$ cat src/rtl/bk_pkg.sv
// Shared types and helpers for the pipelined Brent-Kung prefix network.
// pg_t carries one (generate, propagate) pair; pg_dot is the prefix operator.
package bk_pkg;

  localparam int BK_WIDTH  = 32;
  localparam int BK_LEVELS = $clog2(BK_WIDTH + 1);

  typedef struct packed {
    logic g;
    logic p;
  } pg_t;

  // (g,p) o (g',p') = (g | p&g', p&p'); hi is the more significant group.
  function automatic pg_t pg_dot(pg_t hi, pg_t lo);
    pg_t r;
    r.g = hi.g | (hi.p & lo.g);
    r.p = hi.p & lo.p;
    return r;
  endfunction

endpackage

$ cat src/rtl/bk_pg_cell.sv
// One Brent-Kung dot-operator node: merges a high group with the adjacent
// lower group into a single (g,p) pair.
module bk_pg_cell
  import bk_pkg::*;
(
  input  logic g_hi,
  input  logic p_hi,
  input  logic g_lo,
  input  logic p_lo,
  output logic g,
  output logic p
);

  pg_t res;

  assign res = pg_dot(pg_t'{g: g_hi, p: p_hi}, pg_t'{g: g_lo, p: p_lo});
  assign g   = res.g;
  assign p   = res.p;

endmodule

$ cat src/rtl/bk_prefix_pipe.sv
// Three-stage Brent-Kung generate/propagate prefix network with a stallable
// valid/ready pipeline: PG registers, up-sweep registers, down-sweep registers.
module bk_prefix_pipe
  import bk_pkg::*;
#(
  parameter int WIDTH = BK_WIDTH
) (
  input  logic           clk,
  input  logic           rst_n,
  input  logic           in_valid,
  output logic           in_ready,
  input  logic [WIDTH-1:0] a_i,
  input  logic [WIDTH-1:0] b_i,
  input  logic           cin_i,
  output logic           out_valid,
  input  logic           out_ready,
  output logic [WIDTH:0] p_o,
  output logic [WIDTH:0] g_o
);

  // Position 0 carries cin; positions beyond N-1 act as (0,0) padding and
  // are simply never instanced, so they cannot disturb the real positions.
  localparam int N = WIDTH + 1;
  localparam int L = $clog2(N);

  // Handshake: a beat moves on a clock edge when valid & ready are both high.
  // A stage loads when it is empty or the stage after it is loading, so the
  // ready chain runs combinationally from out_ready back to in_ready.
  logic en0, en1, en2;
  logic v0, v1, v2;

  assign en2      = ~v2 | out_ready;
  assign en1      = ~v1 | en2;
  assign en0      = ~v0 | en1;
  assign in_ready = en0;

  logic [N-1:0] s0_g, s0_p;
  logic [N-1:0] s1_g, s1_gp, s1_p;
  logic [N-1:0] s2_g, s2_p;

  // Up-sweep: level k merges node j with node j-2^(k-1) where (j+1) mod 2^k == 0.
  for (genvar k = 0; k <= L; k++) begin : up
    logic [N-1:0] ug, upp;
    if (k == 0) begin : l0
      assign ug  = s0_g;
      assign upp = s0_p;
    end else begin : lk
      for (genvar j = 0; j < N; j++) begin : node
        if (((j + 1) % (1 << k)) == 0) begin : dot
          bk_pg_cell u_cell (
            .g_hi (up[k-1].ug[j]),
            .p_hi (up[k-1].upp[j]),
            .g_lo (up[k-1].ug[j-(1<<(k-1))]),
            .p_lo (up[k-1].upp[j-(1<<(k-1))]),
            .g    (ug[j]),
            .p    (upp[j])
          );
        end else begin : pass
          assign ug[j]  = up[k-1].ug[j];
          assign upp[j] = up[k-1].upp[j];
        end
      end
    end
  end

  // Down-sweep: each remaining position is filled exactly once, so its own
  // group propagate is still the registered up-sweep value.
  for (genvar k = L; k >= 1; k--) begin : dn
    logic [N-1:0] dg;
    if (k == L) begin : top
      assign dg = s1_g;
    end else begin : lk
      for (genvar j = 0; j < N; j++) begin : node
        if ((((j + 1) % (1 << k)) == (1 << (k - 1))) && (j >= (1 << k))) begin : dot
          logic p_unused;
          bk_pg_cell u_cell (
            .g_hi (dn[k+1].dg[j]),
            .p_hi (s1_gp[j]),
            .g_lo (dn[k+1].dg[j-(1<<(k-1))]),
            .p_lo (s1_gp[j-(1<<(k-1))]),
            .g    (dg[j]),
            .p    (p_unused)
          );
        end else begin : pass
          assign dg[j] = dn[k+1].dg[j];
        end
      end
    end
  end

  logic gp_unused;
  assign gp_unused = ^s1_gp;

  always_ff @(posedge clk or negedge rst_n) begin
    if (!rst_n) begin
      v0    <= 1'b0;
      v1    <= 1'b0;
      v2    <= 1'b0;
      s0_g  <= '0;
      s0_p  <= '0;
      s1_g  <= '0;
      s1_gp <= '0;
      s1_p  <= '0;
      s2_g  <= '0;
      s2_p  <= '0;
    end else begin
      if (en0) begin
        v0   <= in_valid;
        s0_g <= {a_i & b_i, cin_i};
        s0_p <= {a_i ^ b_i, 1'b0};
      end
      if (en1) begin
        v1    <= v0;
        s1_g  <= up[L].ug;
        s1_gp <= up[L].upp;
        s1_p  <= s0_p;
      end
      if (en2) begin
        v2   <= v1;
        s2_g <= dn[1].dg;
        s2_p <= s1_p;
      end
    end
  end

  assign out_valid = v2;
  assign p_o       = s2_p;
  assign g_o       = s2_g;

endmodule
$ cat config.mk
export PLATFORM = sky130hd
export DESIGN_NAME = bk_prefix_pipe
export DESIGN_NICKNAME = d
export VERILOG_FILES = /design/src/rtl/bk_pkg.sv /design/src/rtl/bk_pg_cell.sv /design/src/rtl/bk_prefix_pipe.sv
export SDC_FILE = /design/constraint.sdc
export NUM_CORES = 1
export LEC_CHECK = 0
export ABC_CLOCK_PERIOD_IN_PS = 2770
export CORE_ASPECT_RATIO = 0.75
export CORE_MARGIN = 2
export CORE_UTILIZATION = 58
export DETAILED_ROUTE_END_ITERATION = 8
export PLACE_DENSITY = 0.85
export SYNTH_ARGS = -nofsm -noshare
export SYNTH_HDL_FRONTEND = slang
export SYNTH_SLANG_ARGS = --single-unit
$ cat constraint.sdc
create_clock -name clk -period 2.77 [get_ports clk]
set_input_delay 0.277 -clock clk [delete_from_list [all_inputs] [get_ports clk]]
set_output_delay 0.277 -clock clk [all_outputs]
set_load 0.005 [all_outputs]
==> Word-level counts from Yosys, hierarchy flattened <==
Cells that the tools add are included.
{ "totals": {"regBits": 225, "inputBits": 69, "output_inout_bits": 68, "wordCells": 160} }
{ "op_classes": {"bitwise": 150} }
{ "op_table": {"columns": ["op", "count"], "rows": [
  ["1-bit bitwise AND", 84],
  ["1-bit bitwise OR", 61],
  ["32-bit bitwise AND", 1],
  ["32-bit XOR", 1],
  ["1-bit inverter", 3]
]} }

==> Depth between registers and ports, before layout <==
Gate-level depths: netlist (run 1).
{ "logic_depth": {"word_depth": 10, "depth_mapped": 6, "depth_no_buf": 5} }

==> Hierarchy <==
From an unflattened synthesis (run 1), not the netlist that was laid out.
{ "unflattened": {"cells_unflattened": 604, "hier_area_um2": 9359.0} }
{ "by_module_without_submodules": {"columns": ["module", "instances", "cells_each", "area_each_um2", "seq_area_each_um2"], "rows": [
  ["bk_prefix_pipe", 1, 488, 8488.1, 5355.1],
  ["bk_pg_cell", 58, 2, 15.0, 0.0]
]} }

==> Worst setup path before layout (run 1) <==
Ideal clock, no wire load.
{ "synth_timing": {"path_type": "register to register", "startpoint": "reg v2, in the netlist out_valid", "endpoint": "reg s0_g[12]", "setup_ns": 0.127, "arrival_time_ns": 1.289, "t_required_ns": 2.643, "slack_ns": 1.354, "stages_incl_launch_ff": 6, "n_path_buf": 2, "period_less_slack_ns": 1.416, "path_cell_list": "dfrtp_1 and3b_1 nand2_1 buf_6 buf_6 mux2_1"} }
{ "synth_via": {"elab_chain_len": 4} }
{ "synth_rtl": {"columns": ["element", "line_no", "text"], "rows": [
  ["from (decl)", "bk_prefix_pipe.sv:30", "logic v0, v1, v2;"],
  ["from (signal assigned)", "bk_prefix_pipe.sv:119", "v2 <= v1;"],
  ["1-bit inverter", "bk_prefix_pipe.sv:32", "assign en2 = ~v2 | out_ready;"],
  ["1-bit bitwise OR", "bk_prefix_pipe.sv:32", null],
  ["1-bit bitwise OR", "bk_prefix_pipe.sv:33", "assign en1 = ~v1 | en2;"],
  ["1-bit bitwise OR", "bk_prefix_pipe.sv:34", "assign en0 = ~v0 | en1;"],
  ["to (signal assigned)", "bk_prefix_pipe.sv:109", "s0_g <= {a_i & b_i, cin_i};"],
  ["to (decl)", "bk_prefix_pipe.sv:37", "logic [N-1:0] s0_g, s0_p;"]
]} }
Every way passes these cells.
A chain may end at the register's enable or synchronous reset.

==> Worst setup path in the final report (run 1) <==
{ "layout_timing": {"startpoint": "reg v2, in the netlist out_valid", "endpoint": "out in_ready"} }
{ "layout_via": {"elab_chain_len": 4} }
{ "layout_rtl": {"columns": ["element", "line_no", "text"], "rows": [
  ["1-bit inverter", "bk_prefix_pipe.sv:32", null],
  ["1-bit bitwise OR", "bk_prefix_pipe.sv:32", null],
  ["1-bit bitwise OR", "bk_prefix_pipe.sv:33", null],
  ["1-bit bitwise OR", "bk_prefix_pipe.sv:34", null],
  ["to (decl)", "bk_prefix_pipe.sv:11", "output logic in_ready,"]
]} }
Every way passes these cells.

==> results of run 1 <==
## what timing repair did
| item | in CTS | in global routing |
|---|---|---|
| hold buffers | 1 | 0 |
| hold endpoints to repair | 80 | 0 |
| resized for setup | 0 | 0 |
## layout by cell type (no fill, tap or decap), types with 5 or more instances in the layout
cell type,n
dfrtp_1,209
clkinv_2,5
buf_4,7
clkdlybuf4s50_1,134
clkbuf_16,21
a21oi_1,47
mux2_1,16
mux2_2,53
nor2_1,44
ha_1,32
a21o_1,13
o21ai_0,33
nand2_1,303
## state kept, by name (all words and copies together) (netlist names)
name / count
s1_p: 32
dn.dg: 33
p_o: 32
s1_gp: 11
s0_g: 33
v0: 1
g_o: 33
v1: 1
out_valid: 1
s0_p: 32
## layout make-up
class / count / area share
clock buffers: 28 / 0.0542
clock inverters: 7 / 0.00384
inverters: 1 / 0.000349
multi-input cells: 564 / 0.292
flip-flops and latches: 209 / 0.487
well taps: 200 / 0.0233
repair buffers: 147 / 0.139
## cells in the mapped netlist, types with 2 or more instances
| library cell | n | area share |
|---|---|---|
| mux2_1 | 16 | 0.021 |
| nor2_1 | 44 | 0.019 |
| nand2_1 | 304 | 0.13 |
| mux2_2 | 53 | 0.070 |
| a21o_1 | 13 | 0.011 |
| buf_6 | 3 | 0.0040 |
| a21oi_1 | 47 | 0.028 |
| clkbuf_1 | 16 | 0.0070 |
| buf_1 | 4 | 0.0018 |
| buf_2 | 15 | 0.0088 |
| o21ai_0 | 33 | 0.019 |
| nand2b_1 | 4 | 0.0029 |
| nand4_1 | 2 | 0.0015 |
| ha_1 | 32 | 0.047 |
| nand3_1 | 4 | 0.0023 |
| nor3_1 | 2 | 0.0012 |
| dfrtp_1 | 209 | 0.61 |
## metrics by stage
step	area [sq um]	utilization
finish	10700	0.743
global route	10700	0.743
CTS	10700	0.743
detailed placement	10100	0.700
global placement	10100	0.700
floorplan	8550	-
## how the worst max path moves through the flow
stage,endpoint,cells after the start
after floorplan,s0_g[12],5
after global placement,s0_g[6],5
after detailed placement,s0_g[5],5
after CTS,in_ready,3
after global routing,in_ready,3
final,in_ready,3
## power groups by stage
stage / sequential, mW / clock (mW) / combinational (mW)
floorplan: 3.94 / 0 / 0.729
global placement: 4.04 / 0 / 1.53
detailed placement: 4.07 / 0 / 1.59
CTS: 4.02 / 2.62 / 1.61
global route: 4.10 / 2.76 / 1.79
finish: 4.04 / 2.58 / 1.60
## cell families after synthesis
logic type / synth area share
muxes: 0.0909
adders and majority gates: 0.0468
DFF: 0.612
AOI/OAI and AO/OA: 0.0629
other: 0.000439
and+or+nand+nor: 0.164
buffers and inverters: 0.0228
## per-layer routing
metal	vias to the layer above	wire length, um	global-route usage
met2	293	8300	0.382
met3	18	1900	0.0580
li1	2929	-	-
met5	-	0	0
met1	3062	9300	0.424
met4	0	184	0.0548
==> flow_summary.toml, run 1 <==
[cts]
h-tree-depth = 1
clock_latency_ns = 0.49
path_clk_slew_ns = 0.06
cts_tree = "built"
clockRootBuffer = "clkbuf_16"
cts_buffers = 20
clockBufferDepth = 3
clock-sinks = 209
postCtsSetupBuffers = 0

[worst_setup_path]
critPathTopFamily = "buffers and inverters"
critPathMaxFanout = 10
crit_path_start = "out_valid"
crit_type = "register to output port"
critPathLaunchType = "register"
slowest_delay_ns = 0.57
cpMaxStageDelayCell = "clkdlybuf4s50_1"
r2r_setup_slack_ns = 1.00
worst-path-buf-inv = 1
arrival_ns = 1.95
cp.required_ns = 2.49
worstReg2RegStart = "out_valid"
rr_endpoint = "s0_p[14]"
r2r_cells = 4
path_cells = "and3b_2, nand2_2, clkdlybuf4s50_1"
end_kind = "output port"

[global_route]
grt_pass1_wl_mm = 32.4
antenna_found_initial = 0
grt_overflow = 0
gr-usage-all-layers = 0.267
grt_max_degree = 83
grt_pass1_vias = 6150

[hold_path]
min_from = "in_valid"
hp-class = "primary input to register"
holdPathStages = 2
holdPathEnd = "v0"

[floorplanning]
io_pins = 137
fp.dieH_um = 109
die_area_sq_um = 15700
fp-row-count = 38
fp.dieW_um = 144
start_util = 0.592
core-area_sq_um = 14500

[synthesis]
yosysSeqAreaShare = 0.612
synth_area_sq_um = 8550
async_reset_ff_frac = 1.00
synth_nets = 914
synth_edf_count = 0
synth_warnings = 0
synth_cell_types = 29
ys_ff_latch = 209
postSynthCellCount = 813
synth_area_per_cell_sq_um = 10.5
synth_top_flop_cell = "dfrtp_1"

[layout]
multi_input_area_sq_um = 3140
nFillCells = 958
instances_no_fill = 1156
diodes = 0
nets = 1044
regArea_sq_um = 5230
drive_above_1_share = 0.107
area_delta_synth_final_pct = 25.7

[placed_design]
io_buffers = 135
place_inst = 1120
dp_worst_setup_slack_ns = 0.606
dp.final_hpwl_mm = 13.9
gp_congestion = 0.886

[power_and_ir_drop]
combPwrFrac = 0.195
power_mw = 8.22
switching_share = 0.279
p_switching_mw = 2.29
p_leak_nw = 5.22
p_clk_frac = 0.314
peakVddDrop_mv = 0.431
p_per_area_nw_per_um2 = 765
internal_power_mw = 5.93
p_seq_frac = 0.491

[timing]
timing.final.crit_share = 0.805
worst_slack_ns = 0.540
grt_setup_unrepaired = "no"
report.final.slew_viol_count = 0
fin_tns_setup_ns = 0
finalSetupViolations = 0
fmax_ghz = 0.448
slew_headroom = 0.555
tightestPinTransition_ns = 0.667
whs_ns = 0.349
skew_ns = 0.0173
finalHoldViolCount = 0
min_period_ns = 2.23

[detailed_routing]
drc_errors = 0
drt_first_pass_iters = 5
via_per_inst = 5.45
drtIter0Drc = 554
wire_per_inst_um = 17.0
via_count = 6302
ant_nets = 0
drt_wl_total_mm = 19.7

[status]
outcome = "complete, no violations"

[flow_run]
timing.max_cap.violations = 0
Power figures use the tool's default switching activity.
==> run 2, diff against run 1 <==
--- a/config.mk
+++ b/config.mk
@@ -5,12 +5,12 @@
 export SDC_FILE = /design/constraint.sdc
 export NUM_CORES = 1
 export LEC_CHECK = 0
-export ABC_CLOCK_PERIOD_IN_PS = 2770
+export ABC_CLOCK_PERIOD_IN_PS = 2200
 export CORE_ASPECT_RATIO = 0.75
 export CORE_MARGIN = 2
-export CORE_UTILIZATION = 58
+export CORE_UTILIZATION = 53
 export DETAILED_ROUTE_END_ITERATION = 8
-export PLACE_DENSITY = 0.85
+export PLACE_DENSITY = 0.79
 export SYNTH_ARGS = -nofsm -noshare
 export SYNTH_HDL_FRONTEND = slang
 export SYNTH_SLANG_ARGS = --single-unit
==> constraint.sdc (replaced) <==
create_clock -name clk -period 2.2 [get_ports clk]
set_input_delay 0.22 -clock clk [delete_from_list [all_inputs] [get_ports clk]]
set_output_delay 0.22 -clock clk [all_outputs]
set_load 0.005 [all_outputs]
==> run 2 against run 1 <==
Count of clock-buffer cells in the layout is 2 higher. Global-route usage down 3.2 points. Die area rose by 9.1%. Cell count increased by 0.95%. Via count shrank 1.7%. Setup slack got worse by 0.47 ns. First-iteration DRC count rose by 10%. Total power grew 27%. Non-clock buffer count rose by 2.
==> flow_summary.toml, run 2 (synthesis gave the netlist of run 1 again) <==
[placed_design]
dp.final_hpwl_mm = 13.7
dp_worst_setup_slack_ns = 0.191
io_buffers = 135
gp_congestion = 0.843

[floorplanning]
fp.dieW_um = 151
die_area_sq_um = 17200
fp.dieH_um = 114
start_util = 0.537
io_pins = 137
core-area_sq_um = 15900
fp-row-count = 40

[cts]
path_clk_slew_ns = 0.06
cts_tree = "built"
clock_latency_ns = 0.49
clock-sinks = 209
cts_resized = 0
cts_buffers = 20
clockRootBuffer = "clkbuf_16"
clockBufferDepth = 3
postCtsSetupBuffers = 0
h-tree-depth = 1

[timing]
finalHoldViolCount = 0
skew_ns = 0.0133
grt_setup_unrepaired = "no"
finalSetupViolations = 0
slew_headroom = 0.625
min_period_ns = 2.13
worst_slack_ns = 0.0733
tightestPinTransition_ns = 0.563
fmax_ghz = 0.470
fin_tns_setup_ns = 0
report.final.slew_viol_count = 0
timing.final.crit_share = 0.967

[global_route]
grt_pass1_vias = 5798
gr-usage-all-layers = 0.235
grt_pass1_wl_mm = 31.6
grt_max_degree = 78
grt_overflow = 0
antenna_found_initial = 0

[detailed_routing]
drc_errors = 0
drt_wl_total_mm = 19.4
via_count = 6194
via_per_inst = 5.31
drt_first_pass_iters = 5
wire_per_inst_um = 16.6
drtIter0Drc = 612
ant_nets = 0

[worst_setup_path]
worst-path-buf-inv = 1
rr_endpoint = "s0_g[4]"
critPathMaxFanout = 5
r2r_cells = 4
worstReg2RegStart = "out_valid"
critPathTopFamily = "buffers and inverters"
critPathLaunchType = "register"
cpMaxStageDelayCell = "clkdlybuf4s50_1"
slowest_delay_ns = 0.54
r2r_setup_slack_ns = 0.52
path_cells = "and3b_2, nand2_2, clkdlybuf4s50_1"
end_kind = "output port"
arrival_ns = 1.91
crit_type = "register to output port"
cp.required_ns = 1.98

[layout]
nFillCells = 1208
area_delta_synth_final_pct = 26.9
drive_above_1_share = 0.110
fin_util = 0.682
diodes = 0
nets = 1046
final_cell_mix = "nand2_1, dfrtp_1, clkdlybuf4s50_1"
layout_commonest_cell = "nand2_1"

[status]
outcome = "complete, no violations"

[power_and_ir_drop]
peakVddDrop_mv = 0.420
p_leak_nw = 5.26
p_per_area_nw_per_um2 = 961
power_mw = 10.4

[flow_run]
timing.max_cap.violations = 0

[hold_path]
hp-class = "primary input to asynchronous set/reset pin"
==> run 2: changes by cell type in the layout (fill, tap and decap cells not counted) <==
cell      before  now
clkinv_2       5    3
clkbuf_8       4    8
buf_12         4    8
clkbuf_1       4    2
buf_4          7    5
inv_6          1    0
==> run 2: what timing repair did <==
item / CTS / global route
hold endpoints to repair: 60 / 0
setup endpoints to repair: 0 / 0
hold buffers: 1 / 0
==> run 2: per-stage QoR <==
step	cell area (sq um)	cells	hold WS, ns
floorplan	8550	813	-0.0756
global placement	10200	1132	0.261
detailed placement	10200	1132	0.251
CTS	10900	1167	0.311
global route	10900	1167	0.344
finish	10900	1167	0.291
==> run 2: how the worst max path moves through the flow <==
stage	start	endpoint	slack [ns]	depth (start not counted)
final	out_valid	in_ready	0.07	3
after global routing	out_valid	in_ready	0.02	3
after global placement	out_ready	s0_p[7]	0.20	5
after CTS	out_valid	in_ready	0.06	3
after floorplan	out_valid	s0_g[12]	0.78	5
after detailed placement	out_ready	s0_g[4]	0.19	5
==> run 2: layout make-up <==
cell class	instances	area [sq um]	area share
multi-input combinational	564	3140	0.289
timing repair buffer	149	1560	0.144
inverter	1	3.75	0.000346
tap	210	263	0.0242
clock inverter	4	22.5	0.00208
sequential	209	5230	0.482
clock buffer	30	629	0.0580
==> run 2: per-layer routing <==
metal / GRT usage / vias up / wire [um]
met4: 0.0474 / 0 / 304
met1: 0.401 / 3013 / 9860
met2: 0.311 / 219 / 7690
met3: 0.0440 / 25 / 1510
li1: - / 2937 / -
met5: 0 / - / 0
==> run 2: report_power, final <==
group / switching [mW] / internal [mW]
clock network: 1.38 / 1.97
registers: 0.526 / 4.52
logic: 0.925 / 1.10
total: 2.83 / 7.60
==> run 3, diff against run 2 <==
--- a/config.mk
+++ b/config.mk
@@ -11,6 +11,7 @@
 export CORE_UTILIZATION = 53
 export DETAILED_ROUTE_END_ITERATION = 8
 export PLACE_DENSITY = 0.79
+export REMOVE_ABC_BUFFERS = 1
 export SYNTH_ARGS = -nofsm -noshare
 export SYNTH_HDL_FRONTEND = slang
 export SYNTH_SLANG_ARGS = --single-unit
==> run 3 against run 2 <==
Global-route usage is 2.2 points lower. Sequential power decreased by 1%. Clock power hardly changed. Register-to-register slack worse by 0.02 ns. Worst hold slack improved by 0.017 ns. Total power is 0.46% lower. Via count fell by 2.3%. Maximum frequency up 1.5%. Die area unchanged. Non-clock buffer count is 3 higher. Critical endpoint unchanged. Largest power group unchanged.
==> flow_summary.toml, run 3 (synthesis gave the netlist of run 1 again) <==
[status]
outcome = "complete, no violations"

[global_route]
grt_max_degree = 74
gr-usage-all-layers = 0.213
grt_overflow = 0
grt_pass1_wl_mm = 29.4
grt_pass1_vias = 5896
antenna_found_initial = 0

[layout]
final_cell_mix = "nand2_1, dfrtp_1, clkdlybuf4s50_1"
multi_input_area_sq_um = 3150
layout_commonest_cell = "nand2_1"
nets = 1049
drive_above_1_share = 0.110
area_delta_synth_final_pct = 27.4
diodes = 0
regArea_sq_um = 5230
nFillCells = 1233
instances_no_fill = 1171

[worst_setup_path]
cp.required_ns = 1.98
end_kind = "output port"
critPathLaunchType = "register"
arrival_ns = 1.87
path_cells = "and3b_2, nand2_8, clkdlybuf4s50_1"
crit_type = "register to output port"
slowest_delay_ns = 0.53
cpMaxStageDelayCell = "clkdlybuf4s50_1"
critPathMaxFanout = 12

[detailed_routing]
drt_wl_total_mm = 17.6
via_count = 6050
highest_layer = "met4"
drc_errors = 0
ant_nets = 0
wire_per_inst_um = 15.0
drtIter0Drc = 324
wl_met1_mm = 8.42
via_per_inst = 5.17
wl_met2_mm = 7.91
drt_first_pass_iters = 5
wl_met3_um = 903

[placed_design]
io_buffers = 135
dp.final_hpwl_mm = 11.8
gp_congestion = 0.752
place_inst = 1135

[cts]
clockBufferDepth = 3
h-tree-depth = 1
clock-sinks = 209
cts_tree = "built"
clockRootBuffer = "clkbuf_16"
cts_buffers = 20
path_clk_slew_ns = 0.06
clock_latency_ns = 0.49

[floorplanning]
fp-row-count = 40
die_area_sq_um = 17200
fp.dieW_um = 151
start_util = 0.537
io_pins = 137
fp.dieH_um = 114
core-area_sq_um = 15900

[hold_path]
hp-class = "primary input to asynchronous set/reset pin"

[timing]
tightestPinTransition_ns = 0.616
timing.final.crit_share = 0.952
fin_tns_setup_ns = 0
fmax_ghz = 0.477
report.final.slew_viol_count = 0
finalHoldViolCount = 0
slew_headroom = 0.589
min_period_ns = 2.09
finalSetupViolations = 0
skew_ns = 0.0156
grt_setup_unrepaired = "no"

[power_and_ir_drop]
p_switching_mw = 2.74
p_per_area_nw_per_um2 = 952
switching_share = 0.264
p_leak_nw = 5.28
p_seq_frac = 0.482
p_clk_frac = 0.326
combPwrFrac = 0.192
internal_power_mw = 7.64
peakVddDrop_mv = 0.565
power_mw = 10.4

[flow_run]
timing.max_cap.violations = 0
==> run 3: layout make-up <==
| class | instances | area share |
|---|---|---|
| clock buffers | 30 | 0.0550 |
| clock inverters | 5 | 0.00459 |
| inverters | 1 | 0.000344 |
| multi-input cells | 564 | 0.289 |
| flip-flops and latches | 209 | 0.480 |
| well taps | 210 | 0.0241 |
| repair buffers | 152 | 0.147 |
==> run 3: final timing paths <==
path,slack (ns),endpoint,start,cells after the start
hold / removal,0.31,s0_p[20],rst_n,2
hold reg to reg,0.46,dn[5].dg[32],s0_g[32],2
setup / recovery,0.11,in_ready,out_valid,3
max in group asynchronous,1.20,s0_g[26],rst_n,3
setup reg to reg,0.50,dn[5].dg[31],out_valid,6
min in group clk,0.36,v0,in_valid,2
==> run 3: power by group through the flow <==
stage	Clock [mW]	Sequential [mW]	Combinational, mW
after floorplan	0	4.96	0.894
after global placement	0	5.04	1.96
after detailed placement	0	5.05	2.01
after CTS	3.46	5.00	2.03
after global routing	3.61	5.09	2.24
final	3.38	5.00	1.99
==> run 3: worst max-delay path: cells and delay by family, from the launching register on <==
kind | cells | cell delay [ns]
and+or+nand+nor | 2 | 0.44
DFF | 1 | 0.42
buffers and inverters | 1 | 0.53
==> run 3: metrics by stage <==
stage / setup WS [ns] / hold slack (ns) / area [sq um] / utilization
final: 0.105 / 0.308 / 10900 / 0.685
after global routing: 0.0470 / 0.348 / 10900 / 0.685
after CTS: 0.0291 / 0.329 / 10900 / 0.684
after detailed placement: 0.170 / 0.266 / 10200 / 0.643
after global placement: 0.182 / 0.272 / 10200 / 0.643
after floorplan: -2.05 / -0.0756 / 8360 / -
==> run 3: what timing repair did <==
| item | 4_1_cts | 5_1_grt |
|---|---|---|
| hold endpoints to repair | 67 | 0 |
| hold buffers | 1 | 0 |
| gates resized for setup | 0 | 1 |
| endpoints found under the setup margin | 0 | 1 |
| buffers inserted | 0 | 0 |
==> run 3: routing by layer <==
metal  vias to the layer above  GRT usage
li1                       2931          -
met1                      2916      0.323
met2                       169      0.331
met3                        34     0.0320
met4                         0     0.0455
met5                         -          0
